## src/rtl/fwd_pkg.sv

```systemverilog
// Shared types for the forwarding scoreboard: tag-table entry layout and stage indices.
package fwd_pkg;

    // Register tags are stored zero-extended to a fixed width so one struct serves every REG_NUM.
    localparam int TAG_W_MAX = 8;

    localparam int STG_EX = 0;
    localparam int STG_MM = 1;

    typedef struct packed {
        logic                 valid;
        logic [TAG_W_MAX-1:0] rd;
        logic                 is_load;
    } tag_entry_t;

    function automatic tag_entry_t mk_entry(input logic                 valid,
                                            input logic [TAG_W_MAX-1:0] rd,
                                            input logic                 is_load);
        tag_entry_t e;
        e.valid   = valid;
        e.rd      = rd;
        e.is_load = is_load;
        return e;
    endfunction

endpackage

```

## src/rtl/fwd_scoreboard_if.sv

```systemverilog
// Bundle of issue, stage-result, operand and forwarding signals around fwd_scoreboard.
// stall_cycles exists only when FWD_PERF_CNT_EN is defined.
interface fwd_scoreboard_if #(
    parameter int DATA_WIDTH   = 64,
    parameter int REG_NUM      = 32,
    parameter int NUM_RD_PORTS = 2,
    parameter int PIPE_DEPTH   = 3
) ();
    localparam int RW = $clog2(REG_NUM);

    logic                                      advance;
    logic                                      flush;
    logic                                      issue_valid;
    logic                                      issue_wr_en;
    logic                                      issue_is_load;
    logic [RW-1:0]                             issue_rd;
    logic [PIPE_DEPTH-1:0][DATA_WIDTH-1:0]     stage_data;
    logic [PIPE_DEPTH-1:0]                     stage_ready;
    logic [NUM_RD_PORTS-1:0][DATA_WIDTH-1:0]   rf_data;
    logic [NUM_RD_PORTS-1:0][RW-1:0]           rs;
    logic [NUM_RD_PORTS-1:0][DATA_WIDTH-1:0]   fwd_data;
    logic                                      stall;
`ifdef FWD_PERF_CNT_EN
    logic [31:0]                               stall_cycles;
`endif

    modport master (
        output advance, flush, issue_valid, issue_wr_en, issue_is_load, issue_rd,
        output stage_data, stage_ready, rf_data, rs,
        input  fwd_data, stall
`ifdef FWD_PERF_CNT_EN
        , input stall_cycles
`endif
    );

    modport slave (
        input  advance, flush, issue_valid, issue_wr_en, issue_is_load, issue_rd,
        input  stage_data, stage_ready, rf_data, rs,
        output fwd_data, stall
`ifdef FWD_PERF_CNT_EN
        , output stall_cycles
`endif
    );

endinterface

```

## src/rtl/fwd_port_sel.sv

```systemverilog
// One read port's forwarding mux: youngest matching in-flight entry wins, otherwise the
// register-file value; flags a hazard when that youngest match is not yet final.
module fwd_port_sel
    import fwd_pkg::*;
#(
    parameter int DATA_WIDTH = 64,
    parameter int RW         = 5,
    parameter int PIPE_DEPTH = 3
) (
    input  logic [RW-1:0]                         i_rs,
    input  tag_entry_t [PIPE_DEPTH-1:0]           i_tags,
    input  logic [PIPE_DEPTH-1:0][DATA_WIDTH-1:0] i_stage_data,
    input  logic [PIPE_DEPTH-1:0]                 i_stage_ready,
    input  logic [DATA_WIDTH-1:0]                 i_rf_data,
    output logic [DATA_WIDTH-1:0]                 o_fwd_data,
    output logic                                  o_hazard
);
    logic [TAG_W_MAX-1:0]  w_rs_ext;
    logic                  w_hit;
    logic                  w_sel_ready;
    logic [DATA_WIDTH-1:0] w_sel_data;
    logic [PIPE_DEPTH-1:0] w_load_bits;
    logic                  w_unused_load;

    assign w_rs_ext = TAG_W_MAX'(i_rs);

    // Scan oldest to youngest so the youngest match overwrites; an older ready match can
    // never mask a younger pending one.
    always_comb begin
        w_hit       = 1'b0;
        w_sel_ready = 1'b1;
        w_sel_data  = i_rf_data;
        for (int i = PIPE_DEPTH - 1; i >= 0; i--) begin
            if (i_tags[i].valid && (i_tags[i].rd == w_rs_ext)) begin
                w_hit       = 1'b1;
                w_sel_ready = i_stage_ready[i];
                w_sel_data  = i_stage_data[i];
            end
        end
        if (i_rs == '0) begin
            w_hit       = 1'b0;
            w_sel_ready = 1'b1;
            w_sel_data  = i_rf_data;
        end
    end

    assign o_fwd_data = w_sel_data;
    assign o_hazard   = w_hit & ~w_sel_ready;

    // Readiness comes from stage_ready alone; the load flag is carried for observability only.
    for (genvar gi = 0; gi < PIPE_DEPTH; gi++) begin : g_load
        assign w_load_bits[gi] = i_tags[gi].is_load;
    end
    assign w_unused_load = ^w_load_bits;

endmodule

```

## src/rtl/fwd_scoreboard.sv

```systemverilog
// Operand forwarding scoreboard: in-flight destination tag table plus per-port bypass select.
// Define FWD_PERF_CNT_EN to add the saturating stall_cycles counter.
module fwd_scoreboard
    import fwd_pkg::*;
#(
    parameter int DATA_WIDTH   = 64,
    parameter int REG_NUM      = 32,
    parameter int NUM_RD_PORTS = 2,
    parameter int PIPE_DEPTH   = 3
) (
    input  logic           clk,
    input  logic           rst_n,
    fwd_scoreboard_if.slave bus
);
    localparam int RW = $clog2(REG_NUM);

    tag_entry_t [PIPE_DEPTH-1:0]             r_tags;
    tag_entry_t                              w_new_entry;
    logic [NUM_RD_PORTS-1:0]                 w_port_hazard;
    logic [NUM_RD_PORTS-1:0][DATA_WIDTH-1:0] w_fwd_data;
    logic                                    w_stall;

    // A stalled or flushed issue enters the pipe as a bubble; r0 writes are never tracked.
    assign w_new_entry = mk_entry(bus.issue_valid & bus.issue_wr_en & (bus.issue_rd != '0)
                                  & ~w_stall & ~bus.flush,
                                  TAG_W_MAX'(bus.issue_rd), bus.issue_is_load);

    always_ff @(posedge clk or negedge rst_n) begin
        if (!rst_n) begin
            r_tags <= '0;
        end else if (bus.advance) begin
            for (int i = STG_MM; i < PIPE_DEPTH; i++) begin
                r_tags[i] <= r_tags[i-1];
            end
            r_tags[STG_EX] <= w_new_entry;
        end else if (bus.flush) begin
            r_tags[STG_EX].valid <= 1'b0;
        end
    end

    for (genvar gi = 0; gi < NUM_RD_PORTS; gi++) begin : g_port
        fwd_port_sel #(
            .DATA_WIDTH (DATA_WIDTH),
            .RW         (RW),
            .PIPE_DEPTH (PIPE_DEPTH)
        ) u_sel (
            .i_rs          (bus.rs[gi]),
            .i_tags        (r_tags),
            .i_stage_data  (bus.stage_data),
            .i_stage_ready (bus.stage_ready),
            .i_rf_data     (bus.rf_data[gi]),
            .o_fwd_data    (w_fwd_data[gi]),
            .o_hazard      (w_port_hazard[gi])
        );
    end

    assign w_stall      = |w_port_hazard;
    assign bus.stall    = w_stall;
    assign bus.fwd_data = w_fwd_data;

`ifdef FWD_PERF_CNT_EN
    logic [31:0] r_stall_cycles;

    always_ff @(posedge clk or negedge rst_n) begin
        if (!rst_n) begin
            r_stall_cycles <= '0;
        end else if (w_stall && (r_stall_cycles != '1)) begin
            r_stall_cycles <= r_stall_cycles + 32'd1;
        end
    end

    assign bus.stall_cycles = r_stall_cycles;
`endif

endmodule

```

## src/flat_wrapper.sv

```systemverilog
// flat-port wrapper written by rule: the top's interface ports become plain ports
module fwd_scoreboard_flat import fwd_pkg::*;
#(
    parameter int DATA_WIDTH   = 64,
    parameter int REG_NUM      = 32,
    parameter int NUM_RD_PORTS = 2,
    parameter int PIPE_DEPTH   = 3
)
  (clk, rst_n, bus_advance, bus_flush, bus_issue_valid, bus_issue_wr_en, bus_issue_is_load, bus_issue_rd, bus_stage_data, bus_stage_ready, bus_rf_data, bus_rs, bus_fwd_data, bus_stall);
  fwd_scoreboard_if #(.DATA_WIDTH(DATA_WIDTH), .REG_NUM(REG_NUM), .NUM_RD_PORTS(NUM_RD_PORTS), .PIPE_DEPTH(PIPE_DEPTH)) bus_i ();
  input  logic clk;
  input  logic rst_n;
  input wire logic [$bits(bus_i.advance)-1:0] bus_advance;
  input wire logic [$bits(bus_i.flush)-1:0] bus_flush;
  input wire logic [$bits(bus_i.issue_valid)-1:0] bus_issue_valid;
  input wire logic [$bits(bus_i.issue_wr_en)-1:0] bus_issue_wr_en;
  input wire logic [$bits(bus_i.issue_is_load)-1:0] bus_issue_is_load;
  input wire logic [$bits(bus_i.issue_rd)-1:0] bus_issue_rd;
  input wire logic [$bits(bus_i.stage_data)-1:0] bus_stage_data;
  input wire logic [$bits(bus_i.stage_ready)-1:0] bus_stage_ready;
  input wire logic [$bits(bus_i.rf_data)-1:0] bus_rf_data;
  input wire logic [$bits(bus_i.rs)-1:0] bus_rs;
  output wire logic [$bits(bus_i.fwd_data)-1:0] bus_fwd_data;
  output wire logic [$bits(bus_i.stall)-1:0] bus_stall;
  assign bus_i.advance = bus_advance;
  assign bus_i.flush = bus_flush;
  assign bus_i.issue_valid = bus_issue_valid;
  assign bus_i.issue_wr_en = bus_issue_wr_en;
  assign bus_i.issue_is_load = bus_issue_is_load;
  assign bus_i.issue_rd = bus_issue_rd;
  assign bus_i.stage_data = bus_stage_data;
  assign bus_i.stage_ready = bus_stage_ready;
  assign bus_i.rf_data = bus_rf_data;
  assign bus_i.rs = bus_rs;
  assign bus_fwd_data = bus_i.fwd_data;
  assign bus_stall = bus_i.stall;
  fwd_scoreboard #(.DATA_WIDTH(DATA_WIDTH), .REG_NUM(REG_NUM), .NUM_RD_PORTS(NUM_RD_PORTS), .PIPE_DEPTH(PIPE_DEPTH)) u_core (.clk(clk), .rst_n(rst_n), .bus(bus_i));
endmodule
```

## config.mk

```make
export PLATFORM = sky130hd
export DESIGN_NAME = fwd_scoreboard_flat
export DESIGN_NICKNAME = d
export VERILOG_FILES = /design/src/rtl/fwd_pkg.sv /design/src/rtl/fwd_scoreboard_if.sv /design/src/rtl/fwd_port_sel.sv /design/src/rtl/fwd_scoreboard.sv /design/src/flat_wrapper.sv
export SDC_FILE = /design/constraint.sdc
export NUM_CORES = 1
export LEC_CHECK = 0
export ABC_AREA = 0
export CORE_AREA = 2 2 184 186
export CTS_CLUSTER_SIZE = 30
export DETAILED_ROUTE_END_ITERATION = 6
export DIE_AREA = 0 0 186 188
export RECOVER_POWER = 100
export SLEW_MARGIN = 20
export SYNTH_ARGS = -nofsm -noshare
export SYNTH_HDL_FRONTEND = slang
export SYNTH_HIERARCHICAL = 1
export SYNTH_SLANG_ARGS = --single-unit
```

## constraint.sdc

```tcl
create_clock -name clk -period 9.51 [get_ports clk]
set_input_delay 2.853 -clock clk [delete_from_list [all_inputs] [get_ports clk]]
set_output_delay 2.853 -clock clk [all_outputs]
set_load 0.01 [all_outputs]
```

### Yosys cells after proc, flatten, opt, wreduce, memory -nomap -nowiden

Index checks and enable logic that the tools add are counted.
Widths: inputs -> output; s select.

* register bits: 18
* input port bits: 345
* logic and storage cells: 59

* eq/ne operators: 6
* multiplexer cells: 26
* bitwise gates (word level): 10
* reduce and logical (&&, ||, !) cells: 11

Operators by type and width (number)
* $mux 64: 8
* $eq 5x5->1: 6
* $mux 1: 18
* $logic_not 5->1: 2
* $and 1x1->1: 6
* $logic_and 1x1->1: 6
* $reduce_bool 5->1: 1
* $not 1->1: 4
* $reduce_bool 2->1: 1
* $reduce_or 2->1: 1

### Logic depth before layout (Yosys ltp)

Gate-level depths: netlist of run 1.

* depth after elaboration: 13
* gate-level depth with buffers: 10
* depth with buffers taken out: 8

### Cells and area by module

The synthesis of run 1 kept the hierarchy.

By module, submodules not included
* fwd_port_sel: cells an instance 493, area an instance 3006.6 um^2, times used 2
* fwd_scoreboard: cells an instance 52, area an instance 808.3 um^2, times used 1

### Worst setup path after synthesis of run 1

No wires, ideal clock.

* path kind: in2out
* start: input bus_rs[5]
* end: output bus_stall
* path slack: 2.404 ns
* stages on the path: 7
* data arrival time: 4.253 ns
* cells stage by stage: xnor2_1 > nand2_1 > nor3_1 > clkbuf_1 > nor3_1 > o31a_1 > or2_2

* word-level cells in the longest chain between the ends: 9

RTL lines
* start, declared: RTL line flat_wrapper.sv:22 `input wire logic [$bits(bus_i.rs)-1:0] bus_rs;`
* $eq 5x5->1: RTL line fwd_port_sel.sv:34 `if (i_tags[i].valid && (i_tags[i].rd == w_rs_ext)) begin`
* $logic_and 1x1->1: RTL line fwd_port_sel.sv:34
* $mux 1 (3 in a row): RTL line fwd_port_sel.sv:34
* $mux 1: RTL line fwd_port_sel.sv:40 `if (i_rs == '0) begin`
* $not 1->1: RTL line fwd_port_sel.sv:48 `assign o_hazard = w_hit & ~w_sel_ready;`
* $and 1x1->1 *: RTL line fwd_port_sel.sv:48
* via u_core.w_port_hazard[1]: RTL line fwd_scoreboard.sv:19 `logic [NUM_RD_PORTS-1:0] w_port_hazard;`
* $reduce_or 2->1 *: RTL line fwd_scoreboard.sv:57 `assign w_stall = |w_port_hazard;`
* end, declared: RTL line flat_wrapper.sv:24 `output wire logic [$bits(bus_i.stall)-1:0] bus_stall;`

The timed path passes the listed nets; every way through them passes the cells marked *.

### Final worst setup path of run 1

* start: input bus_rs[5]
* end: output bus_fwd_data[107]

* word-level cells in the longest chain between the ends: 6

RTL lines
* $eq 5x5->1: RTL line fwd_port_sel.sv:34
* $logic_and 1x1->1: RTL line fwd_port_sel.sv:34
* $mux 64 (3 in a row): RTL line fwd_port_sel.sv:34
* $mux 64 *: RTL line fwd_port_sel.sv:40
* end, declared: RTL line flat_wrapper.sv:23 `output wire logic [$bits(bus_i.fwd_data)-1:0] bus_fwd_data;`

Mark *: on every way between the ends. The rest lies on a longest branch, timed or not.

==> results.md, run 1 <==
- Static Leak: 4.50 nW
- Die height: 188 um
- WL final: 42700 um
- IO Port Bufs: 472
- Ports: 474
- Initial antenna violation count: 3
- Largest net degree at the start of global routing: 77
- Slowest-stage cell, CP: clkbuf_2
- Top flop regs: u_core/r_tags x18
- Vias in the first global route: 10400
- Worst-path clk slew: 0.05 ns
- Syn. warnings: 6
- DRT iter0 DRCs: 751
- Mapped Cells: 1032
- Post-DP HPWL: 29600 um
- Commonest non-fill, non-tap cells in the layout: clkdlybuf4s50_1, nand2_1, and3_1, nor4_1, o221ai_1
- Tcrit/Tclk final: 95.9%
- Achievable Freq: 110 MHz
- Failing checks: design-rule violations
- Worst vdd ir: 0.0717 mV
- Cell Pwr Density: 54.4 nW/um^2
- Post-CTS Hold Buffers: 0
- Area Growth Syn to Fin: 78.9%
- Worst slew margin: 26.5%
- Row cnt: 67
- CTS-repair resized insts: 0
- Largest register FFs: 18
- Wire length per cell: 22.9 um
- Worst path required time: 6.66 ns
- Status: finished with violations
- First-pass GRT wire length: 62400 um
- TritonRoute pass-1 iters: 7
- Postcts setup bufs: 0
- Multi-input logic area: 5750 sq um
- Layout cells sized above 1: 4.72%
- Worst skew pair latency: 0.24 ns
- Worst-margin pin slew: 1.10 ns
- Routability Congestion: 0.889
- CTS tree: built
- Critical Path End Type: output port
- Max_cap viols: 0
- Syn_area_per_cell: 6.50 sq um
- CTS H-tree lvls: 1
- DR DRC count: 1
- Die area: 35000 sq um
- Final net count: 1767
- Crit Path Category: in2out
- Final setup viols: 0
- Average via count per standard cell: 5.66
- TNS Setup: 0 ns
- Clk root buf: clkbuf_16
- Post-route ant nets: 0
- Filler Cells Inserted: 3490
- Via Count: 10600
- Crit path largest cell delay: 0.88 ns
- Final Hold Viols: 0
- Biggest register: u_core/r_tags
- Startpoint Class: input port
- Hold Path Class: reg2reg
- Clock buffer depth: 2
- Die extent in x: 186 um
- Initial cell density of the core: 20.3%
- Crit Path Max Fanout: 37
- CP bufs+invs: 3
- Overall power: 0.654 mW
- Core footprint: 33100 sq um
- Register Area: 450 sq um
- Max Clock Skew: 0.00177 ns
- Tot GR Track Use: 22.8%
- CTS sink count: 18
- Min Tclk post-route: 9.12 ns
- Largest delay share family, worst path: buffers and inverters
- Syn Std Cell Area: 6710 sq um
- Crit path cell chain: dlygate4sd3_1 > xnor2_1 > nand2_1 > nor3_1 > clkbuf_2 > nor4_1 > o21ai_0 > clkdlybuf4s50_1
- Final max-slew violation count: 0
- Remaining Overflow, GRT: 0
- Most common cell after layout, fill and taps aside: clkdlybuf4s50_1
- CTS buffer count: 3
- CP arrival: 6.27 ns
- Unrepaired setup endpoints after global routing: false
==> path summary, 6_finish.rpt <==
| check | startpoint | endpoint | slack, ns | cells after the start |
|---|---|---|---|---|
| setup / recovery | bus_rs[5] | bus_fwd_data[107] | 0.39 | 8 |
| hold / removal | u_core/r_tags[29] | u_core/r_tags[29] | 0.54 | 1 |
| setup reg to reg | u_core/r_tags[9] | u_core/r_tags[9] | 6.93 | 9 |
| hold reg to reg | u_core/r_tags[29] | u_core/r_tags[29] | 0.54 | 1 |
| max in group asynchronous | rst_n | u_core/r_tags[29] | 5.83 | 1 |
| min in group asynchronous | rst_n | u_core/r_tags[1] | 3.16 | 1 |
==> per-stage QoR <==
step	utilization (%)	setup slack, ns	cells	hold WS [ns]	instance area [sq um]
floorplan	-	2.40	1049	0.476	6780
global placement	36.2	0.839	1865	0.509	12000
detailed placement	36.2	0.821	1865	0.521	12000
CTS	36.4	0.815	1868	0.532	12100
global route	36.3	0.324	1869	0.547	12000
finish	36.3	0.391	1869	0.537	12000
==> worst register-to-register path: stages, from the launching register on <==
cell and delay [ns]:
dfrtp_1 0.38, nor4b_1 0.30, nand4_1 0.34, nor2_1 0.29, buf_12 0.35, a21oi_1 0.13, o31a_1 0.15, nor4b_1 0.33
nand3_1 0.12, o21ai_1 0.12
==> cell type report <==
cell class                 instances  area share, %
multi-input combinational        893           47.9
timing repair buffer             506           43.1
tap                              448           4.67
sequential                        18           3.75
clock buffer                       3          0.625
antenna                            1         0.0208
==> power breakdown <==
group,leakage [nW],switching (mW),internal [mW]
clock,0.0370,0.0251,0.0551
sequential,0.217,0.0133,0.0870
combinational,4.25,0.227,0.246
total,4.50,0.265,0.389
==> routing by layer <==
metal  global-route usage (%)  wire length, um  up-vias
met1                     28.5            16900     5015
met3                     4.82             4040       87
met4                     7.45             1410        4
met5                        0               23        -
li1                         -                -     4839
met2                     38.5            20300      639
No activity file was read; power rests on OpenSTA's default activity.
==> run 2, diff against run 1 <==
--- a/config.mk
+++ b/config.mk
@@ -10,7 +10,6 @@
 export CTS_CLUSTER_SIZE = 30
 export DETAILED_ROUTE_END_ITERATION = 6
 export DIE_AREA = 0 0 186 188
-export RECOVER_POWER = 100
 export SLEW_MARGIN = 20
 export SYNTH_ARGS = -nofsm -noshare
 export SYNTH_HDL_FRONTEND = slang
==> run 2 against run 1 <==
Net effect:
- the flow now finishes without violations
- sequential power barely moved
- global-route usage did not move
- count of clock-buffer cells in the layout did not move
- worst hold slack barely moved
- routed wire length fell by 0.43%
- final cell count did not move
- first-iteration DRC count fell by 11%
- power rose by 1.9%
- fmax rose by 4.1%
- critical path type unchanged
- highest routed layer unchanged
==> results.md, run 2 (synthesized netlist as in run 1, its figures left out) <==
- Gate power share: 72.9%
- Post-CTS Hold Buffers: 0
- Via Count: 10600
- Slowest-stage cell, CP: clkdlybuf4s50_1
- CTS sink count: 18
- Clk root buf: clkbuf_16
- Crit path largest cell delay: 0.63 ns
- Critical Path End Type: output port
- Most common cell after layout, fill and taps aside: clkdlybuf4s50_1
- Initial antenna violation count: 3
- Max Clock Skew: 0.00200 ns
- Worst-margin pin slew: 0.851 ns
- Startpoint Class: input port
- First-pass GRT wire length: 62400 um
- Final max-slew violation count: 0
- Worst skew pair latency: 0.24 ns
- Remaining Overflow, GRT: 0
- CTS tree: built
- Min Tclk post-route: 8.76 ns
- Largest net degree at the start of global routing: 77
- Hold Worst Slack: 0.537 ns
- Clock power frac: 12.0%
- Final setup viols: 0
- Tcrit/Tclk final: 92.1%
- Top flop regs: u_core/r_tags x18
- WL final: 42500 um
- Largest register FFs: 18
- Filler Cells Inserted: 3483
- Vias in the first global route: 10400
- Seq pwr share: 15.0%
- Worst-path clk slew: 0.05 ns
- Worst vdd ir: 0.0716 mV
- CP startpoint: bus_rs[5]
- Layout cells sized above 1: 5.00%
- DRT iter0 DRCs: 668
- Postcts setup bufs: 0
- CTS buffer count: 3
- Crit path cell chain: clkdlybuf4s50_1 > xnor2_1 > nand4_1 > o211ai_4 > buf_4 > o221ai_1 > o21ai_1 > clkdlybuf4s50_1
- Switching power: 0.268 mW
- Max_cap viols: 0
- Largest delay share family, worst path: buffers and inverters
- Area Growth Syn to Fin: 79.6%
- Worst slew margin: 43.1%
- FF-to-FF End: u_core/r_tags[9]
- CTS-repair resized insts: 0
- TNS Setup: 0 ns
- Final WS setup: 0.748 ns
- Crit Path Max Fanout: 32
- Crit Path Category: in2out
- Clock buffer depth: 2
- Net Sw Frac: 40.2%
- R2R cell count: 9
- CP arrival: 5.91 ns
- Wire length per cell: 22.8 um
- IO Port Bufs: 472
- Worst path required time: 6.66 ns
- Post-route ant nets: 0
- Reg2Reg Setup Slack: 6.98 ns
- Routability Congestion: 0.889
- Hold Path Class: reg2reg
- Biggest register: u_core/r_tags
- Most frequent CP cell: clkdlybuf4s50_1
- Cell Pwr Density: 55.3 nW/um^2
- Row cnt: 67
- Final net count: 1767
- DR DRC count: 0
- Achievable Freq: 114 MHz
- Ports: 474
- Unrepaired setup endpoints after global routing: false
- Initial cell density of the core: 20.3%
- CTS H-tree lvls: 1
- CP bufs+invs: 3
- Setup crit end: bus_fwd_data[95]
- Post-DP HPWL: 29600 um
- Commonest non-fill, non-tap cells in the layout: clkdlybuf4s50_1, nand2_1, o21ai_1
- Pint: 0.399 mW
- Reg2reg start: u_core/r_tags[9]
- Average via count per standard cell: 5.67
- Status: finished, final reports clean
- Critical path depth: 8
- Die area: 35000 sq um
- Place WS: 0.821 ns
- TritonRoute pass-1 iters: 5
- Static Leak: 4.49 nW
- Die height: 188 um
- Tot GR Track Use: 22.8%
- Core footprint: 33100 sq um
- Die extent in x: 186 um
- Final Hold Viols: 0
-- run 2: changes by cell type in the layout (fill, tap and decap cells not counted), sizes merged --
cell,delta
clkdlybuf4s50,+100
dlygate4sd3,-100
clkbuf,-3
buf,+3
-- run 2: area by class of cell --
cell class / instances / area, sq um / area share (%)
timing repair buffer: 506 / 5190 / 43.1
clock buffer: 3 / 75.1 / 0.623
tap: 448 / 561 / 4.65
antenna: 1 / 2.50 / 0.0208
multi-input combinational: 893 / 5770 / 47.9
sequential: 18 / 450 / 3.74
-- run 2: worst register-to-register path, delay by kind of cell (launching register included) --
family / cells / cell delay (ns)
AO/OA/AOI/OAI: 3 / 0.40
buffers and inverters: 1 / 0.33
AND/OR/NAND/NOR: 5 / 1.34
flip-flops: 1 / 0.38
-- run 2: power by group through the flow --
stage | registers (mW) | clock network (mW) | logic [mW]
2_1_floorplan | 0.0977 | 0 | 0.181
3_3_place_gp | 0.101 | 0 | 0.474
3_5_place_dp | 0.101 | 0 | 0.478
4_1_cts | 0.100 | 0.0823 | 0.481
5_1_grt | 0.102 | 0.0865 | 0.517
6_report | 0.100 | 0.0801 | 0.486
-- run 2: worst min-delay path by stage --
stage	from	to	slack (ns)	cells past startpoint
final	u_core/r_tags[29]	u_core/r_tags[29]	0.54	1
after global routing	u_core/r_tags[29]	u_core/r_tags[29]	0.55	1
after CTS	u_core/r_tags[29]	u_core/r_tags[29]	0.53	1
after detailed placement	u_core/r_tags[29]	u_core/r_tags[29]	0.52	1
after global placement	u_core/r_tags[29]	u_core/r_tags[29]	0.51	1
after floorplan	u_core/r_tags[9]	u_core/r_tags[9]	0.48	2
-- run 2: per-stage QoR --
step                      instances  total power, mW  cell area (sq um)  util [%]
after floorplan                1049            0.278               6780         -
after global placement         1865            0.575              12000      36.2
after detailed placement       1865            0.580              12000      36.2
after CTS                      1868            0.663              12100      36.4
after global routing           1869            0.705              12100      36.4
final                          1869            0.666              12100      36.4
-- run 2: per-layer routing --
metal	vias to the layer above	track usage, %	routed length (um)
li1	4843	-	-
met1	4986	28.5	16900
met2	657	38.5	20100
met3	111	4.82	3910
met4	4	7.45	1570
met5	-	0	23
==> run 3, diff against run 2 <==
--- a/config.mk
+++ b/config.mk
@@ -7,10 +7,11 @@
 export LEC_CHECK = 0
 export ABC_AREA = 0
 export CORE_AREA = 2 2 184 186
+export CTS_BUF_LIST = sky130_fd_sc_hd__clkbuf_4 sky130_fd_sc_hd__clkbuf_8
 export CTS_CLUSTER_SIZE = 30
 export DETAILED_ROUTE_END_ITERATION = 6
 export DIE_AREA = 0 0 186 188
-export SLEW_MARGIN = 20
+export SETUP_SLACK_MARGIN = 0.5
 export SYNTH_ARGS = -nofsm -noshare
 export SYNTH_HDL_FRONTEND = slang
 export SYNTH_HIERARCHICAL = 1
==> run 3 against run 2 <==
Net effect:
- global-route usage hardly changed
- critical path type unchanged
- clock power is 36% lower
- sequential share of layout area is essentially flat
- clock skew up 0.0027 ns
- worst setup slack got worse by 0.0050 ns
- highest routed layer unchanged
- first-iteration DRC count is 15% higher
- critical path depth is the same
- power down 4.5%
- largest power group unchanged
==> results.md, run 3 (synthesized netlist as in run 1, its figures left out) <==
- Status: finished, final reports clean
- Most common cell after layout, fill and taps aside: clkdlybuf4s50_1
- Remaining Overflow, GRT: 0
- Hold Path Class: reg2reg
- Achievable Freq: 114 MHz
- Hold path endpoint: u_core/r_tags[29]
- Row cnt: 67
- Reg2Reg Setup Slack: 7.01 ns
- Top flop regs: u_core/r_tags x18
- Filler Cells Inserted: 3491
- Cell Pwr Density: 52.9 nW/um^2
- Initial cell density of the core: 20.3%
- CTS-repair resized insts: 0
- Die height: 188 um
- R2R cell count: 9
- CTS H-tree lvls: 1
- TritonRoute pass-1 iters: 5
- Critical Path End Type: output port
- Util after Layout: 36.3%
- Tot GR Track Use: 22.8%
- Ports: 474
- Final Hold Viols: 0
- CP arrival: 5.91 ns
- Final max-slew violation count: 0
- Worst vdd ir: 0.0560 mV
- Dpl cells: 1865
- Die extent in x: 186 um
- Biggest register: u_core/r_tags
- Routability Congestion: 0.889
- Hold Worst Slack: 0.536 ns
- CP startpoint: bus_rs[5]
- Max_cap viols: 0
- Worst path required time: 6.66 ns
- CTS sink count: 18
- IO Port Bufs: 472
- Startpoint Class: input port
- Via Count: 10600
- CP bufs+invs: 3
- Final net count: 1767
- CTS tree: built
- Crit path cell chain: clkdlybuf4s50_1 > xnor2_1 > nand4_1 > o211ai_4 > buf_4 > o221ai_1 > o21ai_1 > clkdlybuf4s50_1
- WL final: 42500 um
- Initial antenna violation count: 3
- Postcts setup bufs: 0
- Commonest non-fill, non-tap cells in the layout: clkdlybuf4s50_1, nand2_1, o21ai_1
- Unrepaired setup endpoints after global routing: false
- Fin cells: 1869
- DRT iter0 DRCs: 766
- Hold Path Cell Cnt: 1
- Largest register FFs: 18
- FF-to-FF End: u_core/r_tags[9]
- Crit Path Category: in2out
- Largest net degree at the start of global routing: 77
- First-pass GRT wire length: 62400 um
- Core footprint: 33100 sq um
- Worst-margin pin slew: 0.819 ns
- Crit Path Max Fanout: 32
- Hold path startpoint: u_core/r_tags[29]
- Static Leak: 4.47 nW
- Worst skew pair latency: 0.25 ns
- Average via count per standard cell: 5.66
- Worst slew margin: 45.2%
- CTS buffer count: 3
- Final setup viols: 0
- DR DRC count: 0
- Crit path largest cell delay: 0.63 ns
- Die area: 35000 sq um
- Wire length per cell: 22.8 um
- Critical path depth: 8
- Most frequent CP cell: clkdlybuf4s50_1
- Post-CTS Hold Buffers: 0
- Post-DP HPWL: 29600 um
- Largest delay share family, worst path: buffers and inverters
- Layout cells sized above 1: 5.00%
- Clk root buf: clkbuf_8
- Area Growth Syn to Fin: 79.1%
- Min Tclk post-route: 8.77 ns
- Tcrit/Tclk final: 92.2%
- Reg2reg start: u_core/r_tags[9]
- Clock buffer depth: 2
- Post-route ant nets: 0
- Worst-path clk slew: 0.06 ns
- Slowest-stage cell, CP: clkdlybuf4s50_1
- Max Clock Skew: 0.00470 ns
- Vias in the first global route: 10400
- TNS Setup: 0 ns
==> run 3: cell types whose count changed in the layout (fill, tap and decap cells not counted) <==
cell       delta
clkbuf_16     -3
clkbuf_8      +3
==> run 3: power breakdown <==
| part | internal, mW | switching (mW) |
|---|---|---|
| combinational | 0.257 | 0.228 |
| sequential | 0.0868 | 0.0131 |
| clock | 0.0281 | 0.0230 |
| total | 0.372 | 0.265 |
==> run 3: worst reg2reg max path: cells and delay by family (launching register included) <==
kind | cells | cell delay (ns)
simple gates | 5 | 1.32
compound gates | 3 | 0.40
flops | 1 | 0.38
buf+inv | 1 | 0.33
==> run 3: worst max path at each step <==
stage                             to
floorplan                  bus_stall
global placement    bus_fwd_data[95]
detailed placement  bus_fwd_data[95]
CTS                 bus_fwd_data[95]
global route        bus_fwd_data[95]
finish              bus_fwd_data[95]
==> run 3: layout make-up <==
cell class	count	area [sq um]	area share (%)
antenna	1	2.50	0.0208
clock buffer	3	41.3	0.343
multi-input combinational	893	5770	48.0
sequential	18	450	3.75
tap	448	561	4.66
timing repair buffer	506	5190	43.2
==> run 3: routing by layer <==
layer  track usage [%]  wire, um  vias to the layer above
met5                 0        23                        -
met4              7.45      1510                        4
met3              4.82      3880                       99
met2              38.5     20200                      639
met1              28.5     16900                     4994
li1                  -         -                     4845
==> run 3: metrics by stage <==
step,setup WS (ns),instance area (sq um),total power [mW]
2_1_floorplan,2.40,6780,0.278
3_3_place_gp,0.839,12000,0.575
3_5_place_dp,0.821,12000,0.580
4_1_cts,0.815,12000,0.633
5_1_grt,0.626,12000,0.676
6_report,0.743,12000,0.636
